## config.mk

```make
export PLATFORM = sky130hd
export DESIGN_NAME = seq_shift_unit
export DESIGN_NICKNAME = d
export VERILOG_FILES = /design/src/rtl/seq_shift_pkg.sv /design/src/rtl/seq_shift_unit_shift_step.sv /design/src/rtl/seq_shift_unit.sv
export SDC_FILE = /design/constraint.sdc
export NUM_CORES = 1
export LEC_CHECK = 0
export BUFFER_PORTS_ARGS = -buffer_cell sky130_fd_sc_hd__buf_2
export CAP_MARGIN = 15
export CORE_ASPECT_RATIO = 1.4
export CORE_MARGIN = 10
export CORE_UTILIZATION = 45
export CTS_BUF_LIST = sky130_fd_sc_hd__clkbuf_2 sky130_fd_sc_hd__clkbuf_4 sky130_fd_sc_hd__clkbuf_8
export DETAILED_ROUTE_END_ITERATION = 16
export MAX_ROUTING_LAYER = met4
export PLACE_DENSITY = 0.65
export SYNTH_ARGS = -nofsm -noshare
export SYNTH_HDL_FRONTEND = slang
export SYNTH_HIERARCHICAL = 1
export SYNTH_SLANG_ARGS = --single-unit
```

## constraint.sdc

```tcl
create_clock -name clk -period 4.4 [get_ports clk]
set_clock_uncertainty 0.2 [all_clocks]
set_input_delay 0.44 -clock clk [delete_from_list [all_inputs] [get_ports clk]]
set_output_delay 0.44 -clock clk [all_outputs]
set_load 0.02 [all_outputs]
```

## src/rtl/seq_shift_pkg.sv

```systemverilog
// seq_shift_pkg
//   Shared encodings for the iterative shift unit: operation select codes
//   and FSM state encoding, plus a reserved-mode decode helper.
//   Build option: SEQ_SHIFT_FLAGS_EN (see seq_shift_unit) needs nothing here.
package seq_shift_pkg;

  localparam logic [2:0] MODE_LSL  = 3'b000;
  localparam logic [2:0] MODE_LSR  = 3'b001;
  localparam logic [2:0] MODE_ASR  = 3'b010;
  localparam logic [2:0] MODE_ROL  = 3'b011;
  localparam logic [2:0] MODE_ROR  = 3'b100;
  localparam logic [2:0] MODE_NORM = 3'b101;

  typedef enum logic [1:0] {
    ST_IDLE  = 2'b00,
    ST_SHIFT = 2'b01,
    ST_DONE  = 2'b10
  } state_t;

  // 110/111 have no operation: they complete immediately with the operand.
  function automatic logic is_reserved(input logic [2:0] m);
    logic r;
    case (m)
      MODE_LSL, MODE_LSR, MODE_ASR,
      MODE_ROL, MODE_ROR, MODE_NORM: r = 1'b0;
      default:                       r = 1'b1;
    endcase
    return r;
  endfunction

endpackage

```

## src/rtl/seq_shift_unit_shift_step.sv

```systemverilog
// shift_step
//   Combinational single-position shift of i_value for the selected mode.
//   Ports:
//     i_value   in  WIDTH  current working value
//     i_mode    in  3      operation select (seq_shift_pkg MODE_*)
//     o_next    out WIDTH  value after one position
//     o_out_bit out 1      bit that left the word (wrapped bit for rotates)
//   NORM steps exactly like LSL; the top decides how many steps to take.
//   Reserved modes pass the value through with o_out_bit = 0.
module shift_step
  import seq_shift_pkg::*;
#(
  parameter int WIDTH = 16
) (
  input  logic [WIDTH-1:0] i_value,
  input  logic [2:0]       i_mode,
  output logic [WIDTH-1:0] o_next,
  output logic             o_out_bit
);

  // One-position shift/rotate per mode.
  always_comb begin
    o_next    = i_value;
    o_out_bit = 1'b0;
    case (i_mode)
      MODE_LSL, MODE_NORM: begin
        o_next    = {i_value[WIDTH-2:0], 1'b0};
        o_out_bit = i_value[WIDTH-1];
      end
      MODE_LSR: begin
        o_next    = {1'b0, i_value[WIDTH-1:1]};
        o_out_bit = i_value[0];
      end
      MODE_ASR: begin
        o_next    = {i_value[WIDTH-1], i_value[WIDTH-1:1]};
        o_out_bit = i_value[0];
      end
      MODE_ROL: begin
        o_next    = {i_value[WIDTH-2:0], i_value[WIDTH-1]};
        o_out_bit = i_value[WIDTH-1];
      end
      MODE_ROR: begin
        o_next    = {i_value[0], i_value[WIDTH-1:1]};
        o_out_bit = i_value[0];
      end
      default: begin
        o_next    = i_value;
        o_out_bit = 1'b0;
      end
    endcase
  end

endmodule

```

## src/rtl/seq_shift_unit.sv

```systemverilog
// seq_shift_unit
//   Multi-cycle shift/rotate/normalise resource: one bit position per clock,
//   start/done handshake, IDLE -> SHIFT -> DONE -> IDLE.
//   Ports:
//     clk     in  1      rising-edge clock
//     reset   in  1      asynchronous active-high reset
//     start   in  1      request, accepted when ready=1
//     mode    in  3      operation (seq_shift_pkg MODE_*)
//     operand in  WIDTH  data captured on accept
//     amount  in  AMT_W  shift count captured on accept (unused for NORM)
//     ready   out 1      high in IDLE only
//     done    out 1      one-cycle pulse, result/count valid
//     result  out WIDTH  shifted value, held until the next completion
//     count   out CNT_W  positions shifted (saturating)
//     carry   out 1      [SEQ_SHIFT_FLAGS_EN] last bit shifted out
//     zero    out 1      [SEQ_SHIFT_FLAGS_EN] result == 0
//   Build option: define SEQ_SHIFT_FLAGS_EN to add the carry/zero outputs.
module seq_shift_unit
  import seq_shift_pkg::*;
#(
  parameter  int WIDTH = 16,
  parameter  int AMT_W = 5,
  localparam int CNT_W = $clog2(WIDTH + 1)
) (
  input  logic             clk,
  input  logic             reset,
  input  logic             start,
  input  logic [2:0]       mode,
  input  logic [WIDTH-1:0] operand,
  input  logic [AMT_W-1:0] amount,
  output logic             ready,
  output logic             done,
  output logic [WIDTH-1:0] result,
`ifdef SEQ_SHIFT_FLAGS_EN
  output logic             carry,
  output logic             zero,
`endif
  output logic [CNT_W-1:0] count
);

  // Iteration counter must hold both a full amount and WIDTH (NORM of zero).
  localparam int N_W = (AMT_W > CNT_W) ? AMT_W : CNT_W;
  localparam logic [N_W-1:0] CNT_MAX = N_W'((2 ** CNT_W) - 1);

  state_t           r_state, w_state_nxt;
  logic [WIDTH-1:0] r_val, w_val_nxt;
  logic [2:0]       r_mode, w_mode_nxt;
  logic [N_W-1:0]   r_remain, w_remain_nxt;
  logic [N_W-1:0]   r_n, w_n_nxt;
  logic [WIDTH-1:0] r_result, w_res_nxt;
  logic [CNT_W-1:0] r_count, w_cnt_nxt;
  logic [N_W-1:0]   w_cnt_raw;
  logic             r_ready, r_done;
  logic             w_upd;
  logic [N_W-1:0]   w_lzc;
  logic [N_W-1:0]   w_n_acc;
  logic             w_reserved;
  logic [WIDTH-1:0] w_step_next;
`ifdef SEQ_SHIFT_FLAGS_EN
  logic             w_step_bit;
  logic             r_carry, w_carry_nxt;
  logic             r_zero, w_zero_nxt;
`else
  logic             w_step_bit_unused;
`endif

  shift_step #(.WIDTH(WIDTH)) u_step (
    .i_value   (r_val),
    .i_mode    (r_mode),
    .o_next    (w_step_next),
`ifdef SEQ_SHIFT_FLAGS_EN
    .o_out_bit (w_step_bit)
`else
    .o_out_bit (w_step_bit_unused)
`endif
  );

  // Leading-zero count of the incoming operand; the highest set bit wins
  // because it is visited last. All-zero operand yields WIDTH.
  always_comb begin
    w_lzc = N_W'(WIDTH);
    for (int i = 0; i < WIDTH; i++) begin
      w_lzc = operand[i] ? N_W'(WIDTH - 1 - i) : w_lzc;
    end
  end

  assign w_reserved = is_reserved(mode);
  assign w_n_acc    = (mode == MODE_NORM) ? w_lzc : N_W'(amount);

  // Next-state and datapath updates; w_upd marks the edge entering DONE.
  always_comb begin
    w_state_nxt  = r_state;
    w_val_nxt    = r_val;
    w_mode_nxt   = r_mode;
    w_remain_nxt = r_remain;
    w_n_nxt      = r_n;
    w_upd        = 1'b0;
    w_res_nxt    = r_result;
    w_cnt_raw    = {N_W{1'b0}};
`ifdef SEQ_SHIFT_FLAGS_EN
    w_carry_nxt  = 1'b0;
`endif
    case (r_state)
      ST_IDLE: begin
        if (start) begin
          w_val_nxt    = operand;
          w_mode_nxt   = mode;
          w_n_nxt      = w_n_acc;
          w_remain_nxt = w_n_acc;
          // Nothing to iterate: zero amount, reserved op, or NORM of zero
          // (the only case where w_n_acc reaches WIDTH for NORM).
          if (w_reserved || (w_n_acc == {N_W{1'b0}}) ||
              ((mode == MODE_NORM) && (operand == {WIDTH{1'b0}}))) begin
            w_state_nxt = ST_DONE;
            w_upd       = 1'b1;
            w_res_nxt   = operand;
            w_cnt_raw   = w_reserved ? {N_W{1'b0}} : w_n_acc;
          end else begin
            w_state_nxt = ST_SHIFT;
          end
        end else begin
          w_state_nxt = ST_IDLE;
        end
      end
      ST_SHIFT: begin
        w_val_nxt    = w_step_next;
        w_remain_nxt = r_remain - N_W'(1);
        if (r_remain == N_W'(1)) begin
          w_state_nxt = ST_DONE;
          w_upd       = 1'b1;
          w_res_nxt   = w_step_next;
          w_cnt_raw   = r_n;
`ifdef SEQ_SHIFT_FLAGS_EN
          w_carry_nxt = w_step_bit;
`endif
        end else begin
          w_state_nxt = ST_SHIFT;
        end
      end
      ST_DONE: begin
        w_state_nxt = ST_IDLE;
      end
      default: begin
        w_state_nxt = ST_IDLE;
      end
    endcase
  end

  assign w_cnt_nxt = CNT_W'((w_cnt_raw > CNT_MAX) ? CNT_MAX : w_cnt_raw);
`ifdef SEQ_SHIFT_FLAGS_EN
  assign w_zero_nxt = (w_res_nxt == {WIDTH{1'b0}});
`endif

  // State, working registers and registered outputs.
  always_ff @(posedge clk or posedge reset) begin
    if (reset) begin
      r_state  <= ST_IDLE;
      r_val    <= {WIDTH{1'b0}};
      r_mode   <= 3'b000;
      r_remain <= {N_W{1'b0}};
      r_n      <= {N_W{1'b0}};
      r_result <= {WIDTH{1'b0}};
      r_count  <= {CNT_W{1'b0}};
      r_ready  <= 1'b1;
      r_done   <= 1'b0;
`ifdef SEQ_SHIFT_FLAGS_EN
      r_carry  <= 1'b0;
      r_zero   <= 1'b0;
`endif
    end else begin
      r_state  <= w_state_nxt;
      r_val    <= w_val_nxt;
      r_mode   <= w_mode_nxt;
      r_remain <= w_remain_nxt;
      r_n      <= w_n_nxt;
      r_ready  <= (w_state_nxt == ST_IDLE);
      r_done   <= (w_state_nxt == ST_DONE);
      if (w_upd) begin
        r_result <= w_res_nxt;
        r_count  <= w_cnt_nxt;
`ifdef SEQ_SHIFT_FLAGS_EN
        r_carry  <= w_carry_nxt;
        r_zero   <= w_zero_nxt;
`endif
      end else begin
        r_result <= r_result;
        r_count  <= r_count;
      end
    end
  end

  assign ready  = r_ready;
  assign done   = r_done;
  assign result = r_result;
  assign count  = r_count;
`ifdef SEQ_SHIFT_FLAGS_EN
  assign carry  = r_carry;
  assign zero   = r_zero;
`endif

endmodule
```

==> flow_summary_export.csv, run 1 <==
group,metric,value,unit
outcome,status,"complete, no violations",
synthesis,syn-cell-area,3320,sq um
drt,post_drt_wl_per_cell,17.2,um
drt,vias,2768,
power_and_ir_drop,pwr-share-seq,34.7,%
clock_network,cts_resized,0,
power_and_ir_drop,peakVddDrop,0.000350,V
drt,ant_nets,0,
timing,fmaxAchievable,341,MHz
power_and_ir_drop,swShare,45.6,%
final_layout,finalNonFillerCells,495,
final_layout,final_common_cell,"nand2_1",
setup_path,worstSetupStartpointType,"input port",
drt,drt_iter0_drc,189,
setup_path,required,4.40,ns
place,place_hpwl,6110,um
floorplanning,coreArea,7270,sq um
clock_network,worstSkewPairLatency,0.32,ns
floorplanning,die_y,122,um
floorplanning,die_x,92.6,um
clock_network,postCtsSetupBuffers,0,
timing,finalCriticalPeriod,2.93,ns
timing,setup_tns,0,ns
place,port_buffers,49,
drt,avgViaCountPerCell,5.59,
floorplanning,die_area,11300,sq um
power_and_ir_drop,power.internal,1540,uW
setup_path,critPathKind,"input port to flip-flop",
clock_network,cts_max_level,2,
timing,setup_violations,0,
grt,grt_pass1_vias,2788,
final_layout,final_cell_mix,"nand2_1 (79), dfrtp_1 (53), buf_2 (49), mux2i_1 (30), mux2_2 (30)",
clock_network,cts_hold_buffers,0,
floorplanning,io_pins,50,
synthesis,syn_nets,385,
drt,drt-total-wl,8500,um
clock_network,numCtsBuffers,5,
place,dpl.cell_count,487,
final_layout,fin_nets,426,
grt,grt-ovfl-total,0,
power_and_ir_drop,pwr-share-clk,10.6,%
setup_path,cp-startpoint,"operand[2]",
setup_path,crit_chain,"buf_2, or4_1, o221ai_1, nand4_1, and3_4, o31ai_4, buf_4, mux2_2",
clock_network,cts_max_path_buffers,2,
grt,grtUsageTotal,15.4,%
clock_network,cts_tree,"built",
place,place.gp.congestion,0.892,
setup_path,cpMaxStageDelayCell,"o31ai_4",
drt,drcViolationCount,0,
grt,grt_max_degree,55,
synthesis,yosys_warnings,6,
timing,holdWs,0.0959,ns
timing,worst_pin_slew,0.904,ns
timing,hold_viol,0,
floorplanning,rows,37,
setup_path,arrival,2.93,ns
timing,slew_viol_final,0,
timing,rsz0062_at_grt,"false",
power_and_ir_drop,power_leakage,0.00174,uW
setup_path,rr_startpoint,"r_state[0]",
power_and_ir_drop,power_switching,1290,uW
final_layout,final_util,50.5,%
clock_network,cts_num_sinks,54,
setup_path,endpoint_kind,"flip-flop",
grt,antenna_found_initial,0,
grt,grt_pass1_wl,13800,um
clock_network,clkTransAtPathRegs,0.11,ns
clock_network,cts-root-buf,"clkbuf_8",
power_and_ir_drop,power,2830,uW
power_and_ir_drop,power_density,772,nW/um^2
timing,finalCritPeriodShare,66.6,%
final_layout,diodes,0,
setup_path,ff2ff_setup_slack,1.81,ns
power_and_ir_drop,power.share.combinational,54.8,%
job,cap_violations,0,
setup_path,worstPathMaxFanout,12,
synthesis,postSynthCellCount,356,
timing,slew_headroom,39.8,%
final_layout,drive_gt1_share,25.1,%
hold_path,hp-class,"input port to asynchronous set/reset pin",
final_layout,area_delta_synth_final,10.6,%
floorplanning,start_util,45.6,%
synthesis,syn_avg_cell_area,9.32,sq um
drt,drt_pass1_iterations,4,
setup_path,crit_path_max_incr_delay,0.54,ns
worst max-delay path, delay by kind of cell:
kind | cells | cell delay [ns]
multiplexers | 1 | 0.35
buffers and inverters | 2 | 0.45
AO/OA/AOI/OAI | 2 | 0.80
AND/OR/NAND/NOR | 3 | 0.87
routing by layer:
metal / track usage, % / wire, um / share of wire [%]
met1: 18.4 / 3780 / 44
met2: 25.7 / 4250 / 50
met3: 2.52 / 272 / 3.2
met4: 5.32 / 197 / 2.3
met5: - / 0 / 0
worst paths after layout:
| kind | cells past startpoint | to |
|---|---|---|
| setup / recovery | 8 | result[15] |
| hold / removal | 3 | result[8] |
| setup reg to reg | 7 | result[15] |
| hold reg to reg | 2 | r_n[1] |
| max in group asynchronous | 3 | r_remain[0] |
| min in group clk | 3 | r_mode[0] |
power by group through the flow:
stage	Clock, uW	Sequential [uW]	Combinational [uW]
finish	299	982	1550
detailed placement	0	985	1550
CTS	310	975	1560
floorplan	0	1050	1160
global placement	0	973	1530
global route	327	1020	1730
sequential cells by signal, indices dropped and copies added (netlist names):
register / count
r_mode: 3
count: 5
ready: 1
done: 1
r_remain: 5
r_state: 2
r_n: 5
r_val: 16
result: 16
metrics by stage:
step                      cell area, sq um  worst slack (ns)
after floorplan                       3320              1.90
after global routing                  3670              1.32
after detailed placement              3570              1.15
after global placement                3570              1.23
final                                 3670              1.47
after CTS                             3670              1.50
cell type report:
cell class	instances	area (sq um)
inverters	9	33.8
well taps	97	121
fillers	717	3600
repair buffers	54	283
multi-input cells	273	1780
flip-flops and latches	54	1350
clock buffers	7	90.1
clock inverters	1	5.00
Power figures use the tool's default switching activity.
==> inputs of run 2 (changes only) <==
==> constraint.sdc (replaced) <==
create_clock -name clk -period 2.91 [get_ports clk]
set_clock_uncertainty 0.2 [all_clocks]
set_input_delay 0.291 -clock clk [delete_from_list [all_inputs] [get_ports clk]]
set_output_delay 0.291 -clock clk [all_outputs]
set_load 0.02 [all_outputs]
==> run 2 against run 1 <==
Cell count grew 2.0%. Sequential share of layout area is 1.0 points lower. Global-route usage about the same. Sequential power rose by 51%. Critical path depth is the same. Via count rose by 3.0%. Flip-flop and latch count unchanged. Cell area rose by 2.8%. Count of clock-buffer cells in the layout is the same. First-iteration DRC count is 4.2% higher. Critical path type unchanged. Largest power group unchanged. Highest routed layer unchanged.
==> flow_summary_export.csv, run 2 (synthesized netlist as in run 1, its figures left out) <==
group,metric,value,unit
setup_path,crit_path_max_incr_delay,0.51,ns
floorplanning,rows,37,
floorplanning,die_area,11300,sq um
clock_network,cts_max_level,2,
job,cap_violations,0,
timing,setup_violations,0,
drt,drt_pass1_iterations,5,
hold_path,hp-class,"input port to flip-flop",
setup_path,worstSetupStartpointType,"input port",
grt,grtUsageTotal,15.4,%
floorplanning,io_pins,50,
final_layout,fin_nets,436,
timing,fmaxAchievable,419,MHz
setup_path,cp_num_buf_inv,2,
timing,rsz0062_at_grt,"false",
timing,finalCritPeriodShare,82.1,%
power_and_ir_drop,power_density,1170,nW/um^2
grt,antenna_found_initial,0,
grt,grt_pass1_vias,2833,
floorplanning,coreArea,7270,sq um
grt,grt_max_degree,38,
clock_network,cts_num_sinks,54,
power_and_ir_drop,power_leakage,0.00180,uW
place,port_buffers,49,
clock_network,numCtsBuffers,5,
floorplanning,start_util,45.6,%
drt,drcViolationCount,0,
setup_path,endpoint_kind,"flip-flop",
timing,slew_viol_final,0,
place,place.gp.congestion,0.883,
final_layout,diodes,0,
power_and_ir_drop,peakVddDrop,0.000555,V
drt,avgViaCountPerCell,5.65,
clock_network,cts_resized,0,
final_layout,area_delta_synth_final,13.7,%
final_layout,final_common_cell,"nand2_1",
setup_path,cpMaxStageDelayCell,"or4_1",
floorplanning,die_y,122,um
place,place_area,3640,sq um
place,place_hpwl,6390,um
timing,worst_pin_slew,0.883,ns
setup_path,required,2.90,ns
setup_path,path_delay_family,"simple AND/OR/NAND/NOR gates",
clock_network,worstSkewPairLatency,0.31,ns
timing,slew_headroom,41.2,%
timing,finalCriticalPeriod,2.39,ns
drt,vias,2851,
setup_path,critPathKind,"input port to flip-flop",
timing,hold_viol,0,
setup_path,worstPathMaxFanout,14,
grt,grt_pass1_wl,13800,um
drt,post_drt_wl_per_cell,17.0,um
power_and_ir_drop,power,4410,uW
drt,drt-total-wl,8570,um
outcome,status,"complete, no violations",
clock_network,clkTransAtPathRegs,0.10,ns
clock_network,cts-root-buf,"clkbuf_8",
floorplanning,die_x,92.6,um
final_layout,final_area,3770,sq um
drt,ant_nets,0,
grt,grt-ovfl-total,0,
final_layout,drive_gt1_share,26.7,%
clock_network,cts_tree,"built",
final_layout,final_cell_mix,"nand2_1 (79), dfrtp_1 (53), buf_2 (49), mux2i_1 (30), mux2_2 (30)",
setup_path,arrival,2.38,ns
timing,setup_tns,0,ns
drt,drt_iter0_drc,197,
clock_network,cts_max_path_buffers,2,
setup_path,crit_chain,"buf_2, or4_1, o221ai_1, nand4_1, and3_4, o31ai_4, buf_4, mux2_2",
run 2: cell types whose count changed in the layout (fill, tap and decap cells not counted):
cell	before	now
buf_4	5	14
clkinv_2	1	0
bufinv_16	0	1
dlygate4sd3_1	0	1
run 2: report_power, final:
group / internal (uW) / total, uW / switching [uW] / leakage, uW
Combinational: 1030 / 2390 / 1360 / 0.00108
Clock: 290 / 534 / 244 / 0.0000619
Sequential: 1130 / 1480 / 347 / 0.000656
Total: 2450 / 4410 / 1950 / 0.00180
run 2: timing repair:
action                                 in CTS  in global routing
hold buffers                                1                  0
setup buffers                               0                  0
endpoints found under the hold margin      14                  0
run 2: worst min-delay path: stages:
cell,delay [ns]
buf_2,0.11
nand2_1,0.05
nand2_1,0.05
run 2: final cells by class:
type	count	area, sq um
Clock inverter	1	30.0
Tap cell	97	121
Inverter	9	33.8
Sequential cell	54	1350
Fill cell	697	3500
Clock buffer	7	90.1
Timing Repair Buffer	64	360
Multi-Input combinational cell	273	1780
run 2: per-stage QoR:
| stage | setup slack (ns) | cells | utilization [%] | hold slack [ns] |
|---|---|---|---|---|
| floorplan | 0.563 | 356 | - | 0.196 |
| global placement | 0.266 | 496 | 50.1 | 0.0907 |
| detailed placement | 0.216 | 496 | 50.1 | 0.0929 |
| CTS | 0.547 | 505 | 51.9 | 0.0176 |
| global route | 0.478 | 505 | 51.9 | 0.0302 |
| finish | 0.522 | 505 | 51.9 | 0.0175 |
run 2: path summary, 6_finish.rpt:
path,start,to,slack [ns],cells past startpoint
worst max-delay path,operand[2],result[13],0.52,8
min in group asynchronous,reset,r_val[14],0.30,3
worst max register to register,r_remain[1],result[13],0.66,9
max in group asynchronous,reset,ready,1.52,4
worst min-delay path,mode[1],r_mode[1],0.02,3
worst min register to register,r_n[3],r_n[3],0.29,2
run 2: metal layers:
| metal | vias up | track usage, % | share of wire [%] |
|---|---|---|---|
| met4 | 0 | 4.55 | 1.3 |
| met1 | 1386 | 17.9 | 43 |
| li1 | 1372 | - | - |
| met5 | - | - | 0 |
| met3 | 11 | 2.65 | 4.0 |
| met2 | 82 | 26.6 | 51 |
